$ cat src/rtl/mult_div_unit.sv
// mult_div_unit: iterative multiply/divide unit for the MIPS execute stage.
// It runs MULT, MULTU, DIV and DIVU in WIDTH+2 cycles: a PREP cycle, WIDTH
// CALC cycles and a FIX cycle. Results land in HI/LO along with a one-cycle
// done pulse.
//
// Ports:
//   CLK, RST       clock, synchronous active-high reset
//   start          request strobe, accepted only in IDLE
//   op[1:0]        00 MULT, 01 MULTU, 10 DIV, 11 DIVU
//   a, b           rs / rt operands (latched on accept)
//   flush          cancels the in-flight op; hi/lo/dz are left untouched
//   busy           high in PREP, CALC and FIX
//   done           one-cycle pulse after hi/lo are written
//   dz             divide-by-zero flag of the last completed op
//   hi, lo         product {hi,lo}, or remainder/quotient
module mult_div_unit #(
    parameter int WIDTH = 32
) (
    input  logic             CLK,
    input  logic             RST,
    input  logic             start,
    input  logic [1:0]       op,
    input  logic [WIDTH-1:0] a,
    input  logic [WIDTH-1:0] b,
    input  logic             flush,
    output logic             busy,
    output logic             done,
    output logic             dz,
    output logic [WIDTH-1:0] hi,
    output logic [WIDTH-1:0] lo
);

    localparam int CW = (WIDTH > 1) ? $clog2(WIDTH) : 1;

    typedef enum logic [1:0] {S_IDLE, S_PREP, S_CALC, S_FIX} state_t;

    state_t             state_q;
    logic [CW-1:0]      cnt_q;
    logic [1:0]         op_q;
    logic [WIDTH-1:0]   a_q, b_q;
    logic [2*WIDTH-1:0] acc_q;
    // mag_q holds the fixed operand: the multiplicand, or the divisor.
    // opnd_q holds the operand that is shifted: the multiplier (shifted
    // right) or the dividend (shifted left).
    logic [WIDTH-1:0]   mag_q, opnd_q;
    logic               qneg_q, rneg_q;
    logic               done_q, dz_q;
    logic [WIDTH-1:0]   hi_q, lo_q;

    logic               is_div, is_signed;
    logic [WIDTH-1:0]   a_mag, b_mag;
    logic [WIDTH:0]     mul_sum, div_rem, div_diff;
    logic [2*WIDTH-1:0] acc_d, prod_fix;
    logic [WIDTH-1:0]   opnd_d, quo_fix, rem_fix;

    always_comb begin
        is_div    = op_q[1];
        is_signed = ~op_q[0];
        a_mag     = (is_signed && a_q[WIDTH-1]) ? -a_q : a_q;
        b_mag     = (is_signed && b_q[WIDTH-1]) ? -b_q : b_q;

        // Multiply step: add the multiplicand into the upper half if the
        // current multiplier bit is set, then shift the sum right. The carry
        // bit rides along in mul_sum[WIDTH].
        mul_sum  = {1'b0, acc_q[2*WIDTH-1:WIDTH]} + (opnd_q[0] ? {1'b0, mag_q} : '0);

        // Restoring divide step: shift the next dividend bit into the
        // partial remainder. When the subtraction produces no borrow, keep
        // the difference and shift a 1 into the quotient.
        div_rem  = {acc_q[2*WIDTH-1:WIDTH], opnd_q[WIDTH-1]};
        div_diff = div_rem - {1'b0, mag_q};

        if (is_div) begin
            if (!div_diff[WIDTH])
                acc_d = {div_diff[WIDTH-1:0], acc_q[WIDTH-2:0], 1'b1};
            else
                acc_d = {div_rem[WIDTH-1:0], acc_q[WIDTH-2:0], 1'b0};
            opnd_d = opnd_q << 1;
        end else begin
            acc_d  = {mul_sum, acc_q[WIDTH-1:1]};
            opnd_d = opnd_q >> 1;
        end

        prod_fix = qneg_q ? -acc_q : acc_q;
        quo_fix  = qneg_q ? -acc_q[WIDTH-1:0] : acc_q[WIDTH-1:0];
        rem_fix  = rneg_q ? -acc_q[2*WIDTH-1:WIDTH] : acc_q[2*WIDTH-1:WIDTH];
    end

    always_ff @(posedge CLK) begin
        if (RST) begin
            state_q <= S_IDLE;
            cnt_q   <= '0;
            op_q    <= '0;
            a_q     <= '0;
            b_q     <= '0;
            acc_q   <= '0;
            mag_q   <= '0;
            opnd_q  <= '0;
            qneg_q  <= 1'b0;
            rneg_q  <= 1'b0;
            done_q  <= 1'b0;
            dz_q    <= 1'b0;
            hi_q    <= '0;
            lo_q    <= '0;
        end else begin
            done_q <= 1'b0;
            if (flush) begin
                // A flush in IDLE also wins over a simultaneous start.
                state_q <= S_IDLE;
            end else begin
                case (state_q)
                    S_IDLE: begin
                        if (start) begin
                            op_q    <= op;
                            a_q     <= a;
                            b_q     <= b;
                            state_q <= S_PREP;
                        end
                    end
                    S_PREP: begin
                        mag_q   <= is_div ? b_mag : a_mag;
                        opnd_q  <= is_div ? a_mag : b_mag;
                        qneg_q  <= is_signed & (a_q[WIDTH-1] ^ b_q[WIDTH-1]);
                        rneg_q  <= is_signed & a_q[WIDTH-1];
                        acc_q   <= '0;
                        cnt_q   <= '0;
                        state_q <= S_CALC;
                    end
                    S_CALC: begin
                        acc_q  <= acc_d;
                        opnd_q <= opnd_d;
                        cnt_q  <= cnt_q + 1'b1;
                        if (cnt_q == CW'(WIDTH - 1))
                            state_q <= S_FIX;
                    end
                    S_FIX: begin
                        if (is_div && (b_q == '0)) begin
                            // Divide by zero returns the raw dividend, with
                            // no sign correction.
                            dz_q <= 1'b1;
                            lo_q <= '1;
                            hi_q <= a_q;
                        end else if (is_div) begin
                            dz_q <= 1'b0;
                            lo_q <= quo_fix;
                            hi_q <= rem_fix;
                        end else begin
                            dz_q <= 1'b0;
                            lo_q <= prod_fix[WIDTH-1:0];
                            hi_q <= prod_fix[2*WIDTH-1:WIDTH];
                        end
                        done_q  <= 1'b1;
                        state_q <= S_IDLE;
                    end
                    default: state_q <= S_IDLE;
                endcase
            end
        end
    end

    assign busy = (state_q != S_IDLE);
    assign done = done_q;
    assign dz   = dz_q;
    assign hi   = hi_q;
    assign lo   = lo_q;

endmodule

$ cat config.mk
export PLATFORM = sky130hd
export DESIGN_NAME = mult_div_unit
export DESIGN_NICKNAME = d
export VERILOG_FILES = /design/src/rtl/mult_div_unit.sv
export SDC_FILE = /design/constraint.sdc
export NUM_CORES = 1
export LEC_CHECK = 0
export CAP_MARGIN = 25
export CORE_ASPECT_RATIO = 1.75
export CORE_MARGIN = 8
export CORE_UTILIZATION = 40
export DETAILED_ROUTE_END_ITERATION = 10
export HOLD_SLACK_MARGIN = 0.02
export RECOVER_POWER = 50
export SLEW_MARGIN = 20
export SYNTH_ARGS = -nofsm -noshare
export SYNTH_HDL_FRONTEND = slang
export SYNTH_SLANG_ARGS = --single-unit
$ cat constraint.sdc
create_clock -name CLK -period 4 [get_ports CLK]
set_clock_uncertainty 0.05 [all_clocks]
set_input_delay 0.8 -clock CLK [delete_from_list [all_inputs] [get_ports CLK]]
set_output_delay 0.8 -clock CLK [all_outputs]
set_load 0.03 [all_outputs]
; Word level (Yosys, flattened, before mapping)
; Cells that the tools add are included.
[totals]
ff_bits = 269
word_cells = 69
[op_classes]
addsub = 8
eq_ne = 6
muxes = 23
n_bitwise = 5
reduce_logical = 13
[ops]
columns = operator, count
row1 = 32-bit 2-to-1 mux, 12
row2 = 64-bit 2-to-1 mux, 3
row3 = 32-bit negation, 4
row4 = 64-bit case mux with 2 select lines, 1
row5 = 64-bit negation, 1
row6 = 32-bit case mux with 2 select lines, 1
row7 = 32-bit by 32-bit adder with 33-bit output, 1
row8 = 33-bit by 32-bit subtractor with 33-bit output, 1
row9 = 32-bit logical NOT, 1
row10 = 5-bit case mux with 2 select lines, 1
row11 = 2-bit case mux with 4 select lines, 1
row12 = 2-bit AND reduction, 4
row13 = "5-bit by 1-bit adder with 5-bit output, second input constant", 1
row14 = "5-bit == test, second input constant", 1
row15 = "2-bit == test, second input constant", 2
row16 = 2-bit 2-to-1 mux, 2
row17 = "2-bit != test, second input constant", 2
row18 = 2-bit nonzero test, 2
row19 = 1-bit logical AND, 3
row20 = 3-bit AND reduction, 1
row21 = 1-bit AND, 2
row22 = "2-bit by 1-bit == test with 1-bit output, second input constant", 1
row23 = 2-bit logical NOT, 1
row24 = 1-bit 2-to-1 mux, 2
row25 = 3 further kinds, 4

; Depth between registers and ports, before layout
; Gate-level depths: netlist of the first run.
[logic_depth]
ltp_word = 5
ltp_mapped = 14
mapped_depth_nobuf = 13

; Worst setup path before layout of the first run
; No wires, ideal clock.
[synth_path]
path_kind = reg2reg
start = register opnd_q[0]
end = register acc_q[61]
arrival_time_ns = 2.869
t_required_ns = 3.836
setup_slack_ns = 0.967
stages_incl_launch_ff = 15
path_buffers = 1
cell_sequence = dfxtp_1 > clkbuf_1 > and2_1 > ha_1 > inv_1 > fa_1 > nand2b_1 > a21oi_1 > o211ai_1 > nand4_1 > a41oi_1 > o31ai_1 > a31oi_1 > xnor2_1 > a21o_1
[synth_between]
elab_chain_len = 4
[synth_lines]
columns = element, line_no
row1 = "start, declared", 45  ; logic [WIDTH-1:0] mag_q, opnd_q;
row2 = "start signal, assigned", 122  ; opnd_q <= is_div ? a_mag : b_mag;
row3 = "start signal, assigned", 131  ; opnd_q <= opnd_d;
row4 = 32-bit 2-to-1 mux, 65  ; mul_sum = {1'b0, acc_q[2*WIDTH-1:WIDTH]} + (opnd_q[0] ? {1'b0, mag_q} : '0);
row5 = 32-bit by 32-bit adder with 33-bit output, 65
row6 = 64-bit 2-to-1 mux, 73  ; if (is_div) begin
row7 = 64-bit case mux with 2 select lines, 111  ; case (state_q)
row8 = "end signal, assigned", 96  ; acc_q <= '0;
row9 = "end signal, assigned", 125  ; acc_q <= '0;
row10 = "end signal, assigned", 130  ; acc_q <= acc_d;
row11 = "end, declared", 41  ; logic [2*WIDTH-1:0] acc_q;
; No other way between the ends.
; A chain may end at the register's enable or synchronous reset.

; Worst setup path after layout of the first run
[layout_path]
start = register opnd_q[0]
end = register acc_q[63]
; Same word-level chain as after synthesis.

==> results of run 1 <==
[kinds of logic after synthesis]
logic type,after synthesis,share of synthesized area [%]
flip-flops,269,29.8
multiplexers,82,5.48
adder cells (fa/ha/maj),76,5.34
buffers and inverters,224,4.85
XOR/XNOR,172,8.37
AO/OA/AOI/OAI,638,22.9
AND/OR/NAND/NOR,890,23.3
[through the flow]
stage | cell area [um^2] | power (mW)
2_1_floorplan | 18100 | 3.57
5_1_grt | 21100 | 6.91
4_1_cts | 21100 | 6.72
3_5_place_dp | 20200 | 3.93
6_report | 21100 | 6.66
3_3_place_gp | 20200 | 3.92
[cell usage in the layout (no fill, tap or decap), types with 22 or more instances in the layout]
cell type	Yosys	routed
sky130_fd_sc_hd__a211oi_1	38	38
sky130_fd_sc_hd__a21o_1	38	38
sky130_fd_sc_hd__a21oi_1	230	230
sky130_fd_sc_hd__a311oi_1	22	22
sky130_fd_sc_hd__a31oi_1	30	30
sky130_fd_sc_hd__and2_1	34	34
sky130_fd_sc_hd__buf_4	4	58
sky130_fd_sc_hd__clkbuf_16	0	27
sky130_fd_sc_hd__clkdlybuf4s50_1	0	83
sky130_fd_sc_hd__dfxtp_1	269	267
sky130_fd_sc_hd__dlygate4sd3_1	0	52
sky130_fd_sc_hd__ha_1	74	74
sky130_fd_sc_hd__inv_1	66	66
sky130_fd_sc_hd__mux2i_1	62	62
sky130_fd_sc_hd__nand2_1	333	333
sky130_fd_sc_hd__nand2b_1	36	35
sky130_fd_sc_hd__nand3_1	42	42
sky130_fd_sc_hd__nor2_1	252	250
sky130_fd_sc_hd__nor3_1	54	54
sky130_fd_sc_hd__o211ai_1	28	28
sky130_fd_sc_hd__o21ai_0	101	101
sky130_fd_sc_hd__o31ai_1	23	23
sky130_fd_sc_hd__or3_1	28	28
sky130_fd_sc_hd__xnor2_1	82	82
sky130_fd_sc_hd__xor2_1	89	89
[state kept, by name, indices dropped and copies added, names as in the netlist]
register	count
a_q	32
acc_q	64
b_q	32
cnt_q	5
done	1
dz	1
hi	32
lo	32
mag_q	32
op_q	2
opnd_q	32
qneg_q	1
rneg_q	1
state_q	2
[final timing paths]
path,start,to,slack (ns)
setup / recovery,opnd_q[0],acc_q[63],0.29
hold / removal,dz,dz,0.40
setup reg to reg,opnd_q[0],acc_q[63],0.29
hold reg to reg,dz,dz,0.40
[routing by layer]
layer / global-route usage (%) / up-vias / part of all wire (%)
met5: 0 / - / 0
met4: 18.2 / 0 / 8.7
met3: 2.22 / 136 / 3.7
met2: 41.6 / 460 / 50
met1: 25.6 / 8178 / 38
li1: - / 8497 / -
[power groups by stage]
stage | combinational, mW | clock, mW | sequential, mW
6_report | 1.06 | 2.79 | 2.82
5_1_grt | 1.14 | 2.95 | 2.82
4_1_cts | 1.06 | 2.85 | 2.81
3_5_place_dp | 1.05 | 0 | 2.88
3_3_place_gp | 1.04 | 0 | 2.87
2_1_floorplan | 0.726 | 0 | 2.84
[worst max-delay path, delay by kind of cell (launching register included)]
kind	cells	cell delay, ns
buf+inv	1	0.16
fa+ha+maj	1	0.28
flops	1	0.81
compound gates	6	1.44
simple gates	4	0.85
[final cells by class]
class	count	area [um^2]
clock inverter	10	169
tap	577	722
fill	4596	23800
sequential	269	5390
timing repair buffer	206	1910
inverter	66	248
clock buffer	40	785
multi-input combinational	1858	11900
[cells in the mapped netlist (14+ instances only)]
cell / count
sky130_fd_sc_hd__nor2_1: 252
sky130_fd_sc_hd__o211ai_1: 28
sky130_fd_sc_hd__clkbuf_1: 126
sky130_fd_sc_hd__nand3_1: 42
sky130_fd_sc_hd__buf_1: 21
sky130_fd_sc_hd__mux2i_1: 62
sky130_fd_sc_hd__or3_1: 28
sky130_fd_sc_hd__ha_1: 74
sky130_fd_sc_hd__a21o_1: 38
sky130_fd_sc_hd__o21ai_0: 101
sky130_fd_sc_hd__a21oi_1: 230
sky130_fd_sc_hd__nor3_1: 54
sky130_fd_sc_hd__nand4_1: 14
sky130_fd_sc_hd__inv_1: 66
sky130_fd_sc_hd__xor2_1: 89
sky130_fd_sc_hd__nor2b_1: 15
sky130_fd_sc_hd__a31oi_1: 30
sky130_fd_sc_hd__o31ai_1: 23
sky130_fd_sc_hd__and2_1: 34
sky130_fd_sc_hd__dfxtp_1: 269
sky130_fd_sc_hd__nand2_1: 333
sky130_fd_sc_hd__a311oi_1: 22
sky130_fd_sc_hd__a22oi_1: 18
sky130_fd_sc_hd__nand2b_1: 36
sky130_fd_sc_hd__xnor2_1: 82
sky130_fd_sc_hd__a211oi_1: 38
==> PnR_summary.wiki, run 1 <==
{| class="wikitable"
! Metric !! Value
|-
| Number of resized instances in the post-cts repair step || 0
|-
| Static Leakage || 8.51 nW
|-
| Number of max-capacitance violations reported || 2
|-
| Final standard cell utilization of the core || between 40% and 50%
|-
| Antenna viol nets, final || 0
|-
| Post-Place Cells || 2975
|-
| Total Die Area || 52600 um^2
|-
| Wirelength per Cell || 21.1 um
|-
| Final hold violations || 0
|-
| Series of cell instances along the critical path || and2_1 > ha_1 > and3_1 > and4_1 > a32oi_1 > nand4_1 > a41oi_1 > o31ai_1 > buf_4 > a221o_1 > a211oi_1 > o21ai_1
|-
| CTS Buffer Depth || 3
|-
| Post-synthesis register bit count || about 270
|-
| Clock latency on the worst-skew pair || 0.58 ns
|-
| Sum of overflow across all layers after global routing || 0
|-
| Slowest Stage Delay on Critical Path || 0.81 ns
|-
| Summed instance area of the synthesized netlist || about 18000 um^2
|-
| Maximum fanout encountered on the critical timing path || 21
|-
| Vias in the first global route || 16861
|-
| Switch Pwr || 1.87 mW
|-
| Level count of the clock H-tree || 1
|-
| Hold WS || 0.402 ns
|-
| Setup repair after global routing missed its margin || no
|-
| # port buffers || around 140
|-
| Share of the clock period used by the worst path || about 93%
|-
| Required time worst endpoint || 4.41 ns
|-
| Avg Cell Area, Syn || ~7.7 um^2
|-
| Global-route usage over all layers || around a quarter
|-
| Power share of the clock group || approximately two fifths
|-
| Buffer cell driving the clock tree root || sky130_fd_sc_hd__clkbuf_16
|-
| Initial drt markers || roughly 1100
|-
| Half-perimeter wire length of the detailed placement result || about 49000 um
|-
| Final Instance Count excl. Fillers || 3026
|-
| Fraction of synthesis flops using an asynchronous set or reset pin || 0%
|-
| Achievable Freq || between 200 and 300 MHz
|-
| CP endpoint kind || flop
|-
| DRC || 0
|-
| Depth of the worst register-to-register path || 12
|-
| Post-synth cell types || 86
|-
| Post-synth EDFFs || 0
|-
| Measured slew at the worst slew-check pin || between 1.5 and 2 ns
|-
| Syn-to-layout area delta || 16.5%
|-
| TritonCTS Buffers || 27
|-
| Violations in the final reports || capacitance limit, slew limit
|-
| Net switching share of the total power || 28.1%
|-
| Final weighted congestion in routability-driven placement || 0.948
|-
| Worst Hold Path Cells || 2
|-
| Cts hold-fix bufs || 0
|-
| Initial antenna violation count || 0
|-
| Part of the total power dissipated in sequential elements || 42.3%
|-
| DR pass1 iterations || 5
|-
| Fraction of final layout cells sized beyond drive strength 1 || 7.76%
|-
| Post-place setup slack || ~0.22 ns
|-
| Number of failing setup endpoints in the final timing report || 0
|-
| Largest net degree at the start of global routing || around 150
|-
| Fraction of synthesized cell area taken by the top area cell type || 29.8%
|-
| Class of the most critical setup path || reg2reg
|-
| Height of the chip || 297 um
|-
| Diodes inserted || 0
|-
| Vias per inst || 5.71
|-
| Total via count after detailed routing || 17271
|-
| Class of the tightest hold or removal check || reg2reg
|-
| Signal arrival time at the worst endpoint || about 4 ns
|-
| Gate count after technology mapping || 2351
|-
| Slowest cell on crit path || sky130_fd_sc_hd__dfxtp_1
|-
| Routed wire length || 63800 um
|-
| Floorplan row count || 103
|-
| Wire length of the first global-routing pass || between 90000 and 100000 um
|-
| Top area cells in the synthesized netlist || sky130_fd_sc_hd__dfxtp_1 30%, sky130_fd_sc_hd__nand2_1 6.9%, sky130_fd_sc_hd__a21oi_1 6.4%, sky130_fd_sc_hd__nor2_1 5.2%, sky130_fd_sc_hd__ha_1 5.1%
|-
| Final number of max-transition violations || 69
|-
| Number of nets in the layout || 2574
|-
| Most used flip-flop cell after synthesis || sky130_fd_sc_hd__dfxtp_1
|-
| Top-level I/O count || 137
|-
| Count of synthesis-stage warnings from yosys || 0
|-
| Kind of launch point of the worst setup path || flop
|-
| Fin worst setup slack || 0.292 ns
|-
| Worst IR Drop VDD || 0.000354 V
|-
| Logic gate share of total power || 15.9%
|-
| Post-synthesis net count || 2497
|-
| Horizontal die dimension || 177 um
|-
| Power density of the placed cells || between 300 and 400 nW/um^2
|-
| Cell taking the most area after synthesis || sky130_fd_sc_hd__dfxtp_1
|-
| Clk sinks || ~270
|-
| Clock slew seen by the registers of the worst setup and hold paths || 0.07 ns
|-
| Sequential share of the synthesized area || a little under 30%
|-
| Number of buffers inserted by post-CTS setup repair || 0
|-
| CTS tree || yes
|-
| Slew HR || -29.4%
|-
| Core Region || 44800 um^2
|-
| Final worst path period need || 3.71 ns
|-
| Status || finished, violations left
|-
| Internal Dissipation || 4.79 mW
|-
| Effective utilization at floorplan || around 40%
|-
| Setup TNS || 0 ns
|}
(Power assumes the default switching activity.)
==> run 2: changes to the inputs <==
- SLEW_MARGIN: 20 -> unset
==> run 2 against run 1 <==
Against the previous run: cell count unchanged; largest cell class unchanged; die area unchanged; via count about the same; the run still ends with capacitance limit, slew limit left.
==> PnR_summary.wiki, run 2 (synthesis gave the netlist of run 1 again) <==
{| class="wikitable"
! Metric !! Value
|-
| Final hold violations || 0 (unchanged)
|-
| Top-level I/O count || 137 (unchanged)
|-
| Half-perimeter wire length of the detailed placement result || 49300 um (unchanged)
|-
| DR pass1 iterations || 5 (unchanged)
|-
| Share of the clock period used by the worst path || 93.0% (was 92.7%)
|-
| Effective utilization at floorplan || 40.4% (unchanged)
|-
| Startpoint of the lowest-slack register-to-register path || opnd_q[0] (unchanged)
|-
| Largest net degree at the start of global routing || 148 (unchanged)
|-
| Signal arrival time at the worst endpoint || 4.13 ns (was 4.12 ns)
|-
| Horizontal die dimension || 177 um (unchanged)
|-
| CTS Buffer Depth || 3 (unchanged)
|-
| Final Instance Count excl. Fillers || 3026 (unchanged)
|-
| Number of max-capacitance violations reported || 2 (unchanged)
|-
| Final weighted congestion in routability-driven placement || 0.948 (unchanged)
|-
| Clock slew seen by the registers of the worst setup and hold paths || 0.07 ns (about the same)
|-
| Achievable Freq || 269 MHz (was 270 MHz)
|-
| DRC || 0 (unchanged)
|-
| Number of failing setup endpoints in the final timing report || 0 (unchanged)
|-
| Critical Path Start || opnd_q[0] (unchanged)
|-
| Core Region || 44800 um^2 (unchanged)
|-
| Wire length of the first global-routing pass || 98800 um (unchanged)
|-
| Class of the most critical setup path || reg2reg (unchanged)
|-
| Most frequent standard cell in the layout excluding fill and tap cells || sky130_fd_sc_hd__nand2_1 (unchanged)
|-
| Worst Hold Path Cells || 2 (unchanged)
|-
| Total Die Area || 52600 um^2 (unchanged)
|-
| Series of cell instances along the critical path || and2_1 > ha_1 > and3_1 > and4_1 > a32oi_1 > nand4_1 > a41oi_1 > o31ai_1 > buf_4 > a221o_1 > a211oi_1 > o21ai_1 (unchanged)
|-
| Power density of the placed cells || 316 nW/um^2 (about the same)
|-
| Syn-to-layout area delta || 16.5% (unchanged)
|-
| CP endpoint kind || flop (unchanged)
|-
| Initial drt markers || 1139 (was 1132)
|-
| Routed wire length || 63800 um (about the same)
|-
| Slowest Stage Delay on Critical Path || 0.82 ns (was 0.81 ns)
|-
| CTS tree || yes (unchanged)
|-
| Flip-flop count of the largest register, all copies and words added || 64 (unchanged)
|-
| Antenna viol nets, final || 0 (unchanged)
|-
| Area post-placement || 20200 um^2 (unchanged)
|-
| Diodes inserted || 0 (unchanged)
|-
| Wirelength per Cell || 21.1 um (about the same)
|-
| Kind of launch point of the worst setup path || flop (unchanged)
|-
| Measured slew at the worst slew-check pin || 1.94 ns (about the same)
|-
| Depth of the worst register-to-register path || 12 (unchanged)
|-
| Slowest cell on crit path || sky130_fd_sc_hd__dfxtp_1 (unchanged)
|-
| Final number of max-transition violations || 69 (unchanged)
|-
| Setup TNS || 0 ns (unchanged)
|-
| Total via count after detailed routing || 17269 (was 17271)
|-
| Hold_sp || dz (unchanged)
|-
| Final worst path period need || 3.72 ns (was 3.71 ns)
|-
| # port buffers || 136 (unchanged)
|-
| Clock latency on the worst-skew pair || 0.58 ns (about the same)
|-
| Required time worst endpoint || 4.41 ns (about the same)
|-
| Buffer cell driving the clock tree root || sky130_fd_sc_hd__clkbuf_16 (unchanged)
|-
| Vias per inst || 5.71 (about the same)
|-
| Level count of the clock H-tree || 1 (unchanged)
|-
| Slew HR || -29.0% (was -29.4%)
|-
| Hold WS || 0.402 ns (about the same)
|-
| Static Leakage || 8.51 nW (unchanged)
|-
| Cts hold-fix bufs || 0 (unchanged)
|-
| Setup repair after global routing missed its margin || no (unchanged)
|-
| Worst IR Drop VDD || 0.000354 V (about the same)
|-
| Class of the tightest hold or removal check || reg2reg (unchanged)
|-
| Initial antenna violation count || 0 (unchanged)
|-
| Clk sinks || 269 (unchanged)
|-
| TritonCTS Buffers || 27 (unchanged)
|-
| Final standard cell utilization of the core || 47.0% (unchanged)
|-
| Register with the most flip-flops || acc_q (unchanged)
|-
| Post-Place Cells || 2975 (unchanged)
|-
| Sum of overflow across all layers after global routing || 0 (unchanged)
|-
| Global-route usage over all layers || 23.7% (unchanged)
|-
| Status || finished, violations left (unchanged)
|-
| Maximum fanout encountered on the critical timing path || 21 (unchanged)
|-
| Number of nets in the layout || 2574 (unchanged)
|-
| Violations in the final reports || capacitance limit, slew limit (unchanged)
|-
| Post-place setup slack || 0.216 ns (unchanged)
|-
| Fraction of final layout cells sized beyond drive strength 1 || 7.76% (unchanged)
|-
| Floorplan row count || 103 (unchanged)
|-
| Total power || 6.66 mW (about the same)
|-
| Top library cells by usage in the layout, fill and taps aside || 333 x sky130_fd_sc_hd__nand2_1, 267 x sky130_fd_sc_hd__dfxtp_1, 250 x sky130_fd_sc_hd__nor2_1 (unchanged)
|-
| Design Area, Final || 21100 um^2 (unchanged)
|-
| Vias in the first global route || 16861 (unchanged)
|-
| Height of the chip || 297 um (unchanged)
|-
| Fin worst setup slack || 0.281 ns (was 0.292 ns)
|}
## run 2: cell counts in the layout (fill, tap and decap cells not counted)
Identical to the previous run, type by type.
## run 2: area by class of cell
class	instances	area, um^2
Clock buffer	40	785
Fill cell	4598	23800
Clock inverter	10	169
Timing Repair Buffer	206	1910
Inverter	66	248
Tap cell	577	722
Sequential cell	269	5390
Multi-Input combinational cell	1858	11900
## run 2: worst paths after layout
| path | end | slack (ns) |
|---|---|---|
| min | dz | 0.40 |
| min reg2reg | dz | 0.40 |
| max reg2reg | acc_q[63] | 0.28 |
| max | acc_q[63] | 0.28 |
## run 2: repair_timing
| action | CTS | global route |
|---|---|---|
| gates resized for setup | 0 | 1 |
| endpoints found under the setup margin | 0 | 2 |
| buffers inserted | 0 | 0 |
## run 2: critical path: cells and delay by family (launching register included)
family,cells,cell delay [ns]
compound gates,6,1.43
fa+ha+maj,1,0.28
buf+inv,1,0.16
flops,1,0.82
simple gates,4,0.86
## run 2: power by group
| part | switching [mW] | internal (mW) |
|---|---|---|
| registers | 0.0844 | 2.73 |
| clock network | 1.16 | 1.62 |
| logic | 0.617 | 0.437 |
| total | 1.86 | 4.79 |
## run 2: routing by layer
metal / share of wire [%] / global-route usage (%)
met4: 8.8 / 18.2
met3: 3.7 / 2.22
met2: 50 / 41.6
met5: 0 / 0
met1: 38 / 25.6
==> run 3: changes to the inputs <==
- RECOVER_POWER: 50 -> unset
- clock period: 4 -> 3.7 ns (I/O delays scaled with it)
==> run 3 against run 2 <==
Against the previous run: the run now ends clean; register-to-register slack worse by 0.02 ns; sequential cell count is the same; total power increased by 8.5%; routed wire length increased by 4.3%; first-iteration DRC count fell by 16%; via count is 1.5% higher; clock power rose by 7.2%; sequential share of layout area decreased by 0.35 points; core utilization up 0.67 points; non-clock buffer count up 36; largest cell class unchanged; fmax grew 8.0%.
==> PnR_summary.wiki, run 3 (synthesis gave the netlist of run 1 again) <==
{| class="wikitable"
! Metric !! Value
|-
| Status || finished clean (was finished, violations left)
|-
| Routed wire length || 66500 um (was 63800 um)
|-
| Sum of overflow across all layers after global routing || 0 (unchanged)
|-
| Power density of the placed cells || 337 nW/um^2 (was 316 nW/um^2)
|-
| Cell family with most CP delay || compound AO/OA/AOI/OAI gates (unchanged)
|-
| Signal arrival time at the worst endpoint || 3.88 ns (was 4.13 ns)
|-
| Height of the chip || 297 um (unchanged)
|-
| Cts hold-fix bufs || 0 (unchanged)
|-
| Post-Place Cells || 3012 (was 2975)
|-
| Total Die Area || 52600 um^2 (unchanged)
|-
| Number of resized instances in the post-cts repair step || 0 (unchanged)
|-
| Clk sinks || 269 (unchanged)
|-
| DRC || 0 (unchanged)
|-
| Final weighted congestion in routability-driven placement || 0.957 (was 0.948)
|-
| Level count of the clock H-tree || 1 (unchanged)
|-
| Achievable Freq || 290 MHz (was 269 MHz)
|-
| Setup TNS || 0 ns (unchanged)
|-
| CP endpoint kind || flop (unchanged)
|-
| Horizontal die dimension || 177 um (unchanged)
|-
| Measured slew at the worst slew-check pin || 1.08 ns (was 1.94 ns)
|-
| Layer with the highest usage || met2 (unchanged)
|-
| Layout filler cell count || 4557 (was 4598)
|-
| Global-route usage over all layers || 24.8% (was 23.7%)
|-
| Top library cells by usage in the layout, fill and taps aside || 333 x sky130_fd_sc_hd__nand2_1, 268 x sky130_fd_sc_hd__dfxtp_1, 250 x sky130_fd_sc_hd__nor2_1 (was 333 x sky130_fd_sc_hd__nand2_1, 267 x sky130_fd_sc_hd__dfxtp_1, 250 x sky130_fd_sc_hd__nor2_1)
|-
| Syn-to-layout area delta || 18.2% (was 16.5%)
|-
| Core Region || 44800 um^2 (unchanged)
|-
| Maximum fanout encountered on the critical timing path || 8 (was 21)
|-
| Buffer cell driving the clock tree root || sky130_fd_sc_hd__clkbuf_16 (unchanged)
|-
| Number of nets in the layout || 2612 (was 2574)
|-
| Slowest Stage Delay on Critical Path || 0.47 ns (was 0.82 ns)
|-
| Vias per inst || 5.72 (was 5.71)
|-
| Number of buffers inserted by post-CTS setup repair || 0 (unchanged)
|-
| Final hold violations || 0 (unchanged)
|-
| TritonCTS Buffers || 29 (was 27)
|-
| CTS Buffer Depth || 3 (unchanged)
|-
| Slew HR || 28.0% (was -29.0%)
|-
| Grt met1 use || 26.1% (was 25.6%)
|-
| Final Instance Count excl. Fillers || 3065 (was 3026)
|-
| Number of failing setup endpoints in the final timing report || 0 (unchanged)
|-
| Share of the clock period used by the worst path || 93.0% (about the same)
|-
| # port buffers || 136 (unchanged)
|-
| Kind of launch point of the worst setup path || flop (unchanged)
|-
| Final worst path period need || 3.44 ns (was 3.72 ns)
|-
| Worst IR Drop VDD || 0.000343 V (was 0.000354 V)
|-
| Initial drt markers || 958 (was 1139)
|-
| CTS tree || yes (unchanged)
|-
| Fraction of met2 tracks used by global routing || 43.7% (was 41.6%)
|-
| Fraction of final layout cells sized beyond drive strength 1 || 9.49% (was 7.76%)
|-
| Half-perimeter wire length of the detailed placement result || 51300 um (was 49300 um)
|-
| DR pass1 iterations || 5 (unchanged)
|-
| Wirelength per Cell || 21.7 um (was 21.1 um)
|-
| Most frequent standard cell in the layout excluding fill and tap cells || sky130_fd_sc_hd__nand2_1 (unchanged)
|-
| Flip-flop count of the largest register, all copies and words added || 64 (unchanged)
|-
| Met3 track demand over resource in global routing || 2.63% (was 2.22%)
|-
| Wire length of the first global-routing pass || 103000 um (was 98800 um)
|-
| Setup repair after global routing missed its margin || no (unchanged)
|-
| Antenna viol nets, final || 0 (unchanged)
|-
| Initial antenna violation count || 0 (unchanged)
|-
| Required time worst endpoint || 4.14 ns (was 4.41 ns)
|-
| Static Leakage || 8.52 nW (was 8.51 nW)
|-
| Clock latency on the worst-skew pair || 0.59 ns (was 0.58 ns)
|-
| Register with the most flip-flops || acc_q (unchanged)
|-
| Number of max-capacitance violations reported || 0 (was 2)
|-
| Class of the most critical setup path || reg2reg (unchanged)
|-
| Vias in the first global route || 17700 (was 16861)
|-
| Number of buffer and inverter instances along the worst setup path || 3 (was 1)
|-
| Diodes inserted || 0 (unchanged)
|-
| Largest net degree at the start of global routing || 135 (was 148)
|-
| Effective utilization at floorplan || 40.4% (unchanged)
|-
| Final standard cell utilization of the core || 47.7% (was 47.0%)
|-
| Total via count after detailed routing || 17531 (was 17269)
|-
| Floorplan row count || 103 (unchanged)
|-
| Series of cell instances along the critical path || inv_1 > fa_1 > nand2b_1 > a211oi_1 > buf_4 > o21ai_0 > nand2_1 > a31oi_1 > xnor2_4 > buf_4 > mux2i_1 > mux2i_1 > a22o_1 (was and2_1 > ha_1 > and3_1 > and4_1 > a32oi_1 > nand4_1 > a41oi_1 > o31ai_1 > buf_4 > a221o_1 > a211oi_1 > o21ai_1)
|-
| Top-level I/O count || 137 (unchanged)
|-
| Clock slew seen by the registers of the worst setup and hold paths || 0.07 ns (about the same)
|-
| Final number of max-transition violations || 0 (was 69)
|-
| Slowest cell on crit path || sky130_fd_sc_hd__dfxtp_1 (unchanged)
|-
| Class of the tightest hold or removal check || reg2reg (unchanged)
|-
| Hold WS || 0.409 ns (was 0.402 ns)
|}
-- run 3: cell types whose count changed in the layout (fill, tap and decap cells not counted), sizes merged, moves of 3 or more --
cell / change
clkbuf: -10
dlygate4sd3: -52
clkinvlp: +3
buf: +44
clkdlybuf4s50: +52
-- run 3: worst paths after layout --
| path | slack (ns) | endpoint | startpoint | depth (start not counted) |
|---|---|---|---|---|
| worst min-delay path | 0.41 | dz | dz | 2 |
| worst min register to register | 0.41 | dz | dz | 2 |
| worst max register to register | 0.26 | acc_q[40] | acc_q[32] | 13 |
| worst max-delay path | 0.26 | acc_q[40] | acc_q[32] | 13 |
-- run 3: power breakdown --
part	total (mW)	internal (mW)	switching, mW	leakage [nW]
Combinational	1.21	0.509	0.700	5.88
Sequential	3.04	2.95	0.0820	2.18
Clock	2.98	1.66	1.32	0.461
-- run 3: area by class of cell --
class                           instances  area (um^2)  share of cell area (%)
Clock buffer                           38          790                    3.69
Inverter                               66          248                    1.16
Tap cell                              577          722                    3.37
Multi-Input combinational cell       1858        11900                    55.5
Clock inverter                         15          159                   0.743
Timing Repair Buffer                  242         2210                    10.3
Sequential cell                       269         5390                    25.2
-- run 3: per-stage QoR --
stage / worst slack (ns) / power (mW) / area (um^2)
6_report: 0.257 / 7.22 / 21400
2_1_floorplan: 0.667 / 3.86 / 18100
3_5_place_dp: 0.278 / 4.30 / 20400
4_1_cts: 0.253 / 7.29 / 21400
5_1_grt: 0.00252 / 7.49 / 21400
3_3_place_gp: 0.272 / 4.29 / 20400
-- run 3: metal layers --
metal,share of wire (%),vias up
li1,-,8583
met1,37,8312
met2,50,474
met3,3.6,162
met4,9.0,0
met5,0,-
-- run 3: worst register-to-register path, delay by kind of cell, from the launching register on --
| family | cells | cell delay [ns] |
|---|---|---|
| and+or+nand+nor | 2 | 0.35 |
| xor gates and xnor gates | 1 | 0.28 |
| muxes | 2 | 0.31 |
| DFF | 1 | 0.47 |
| AOI/OAI and AO/OA | 4 | 0.83 |
| buffers and inverters | 3 | 0.59 |
| adders and majority gates | 1 | 0.47 |
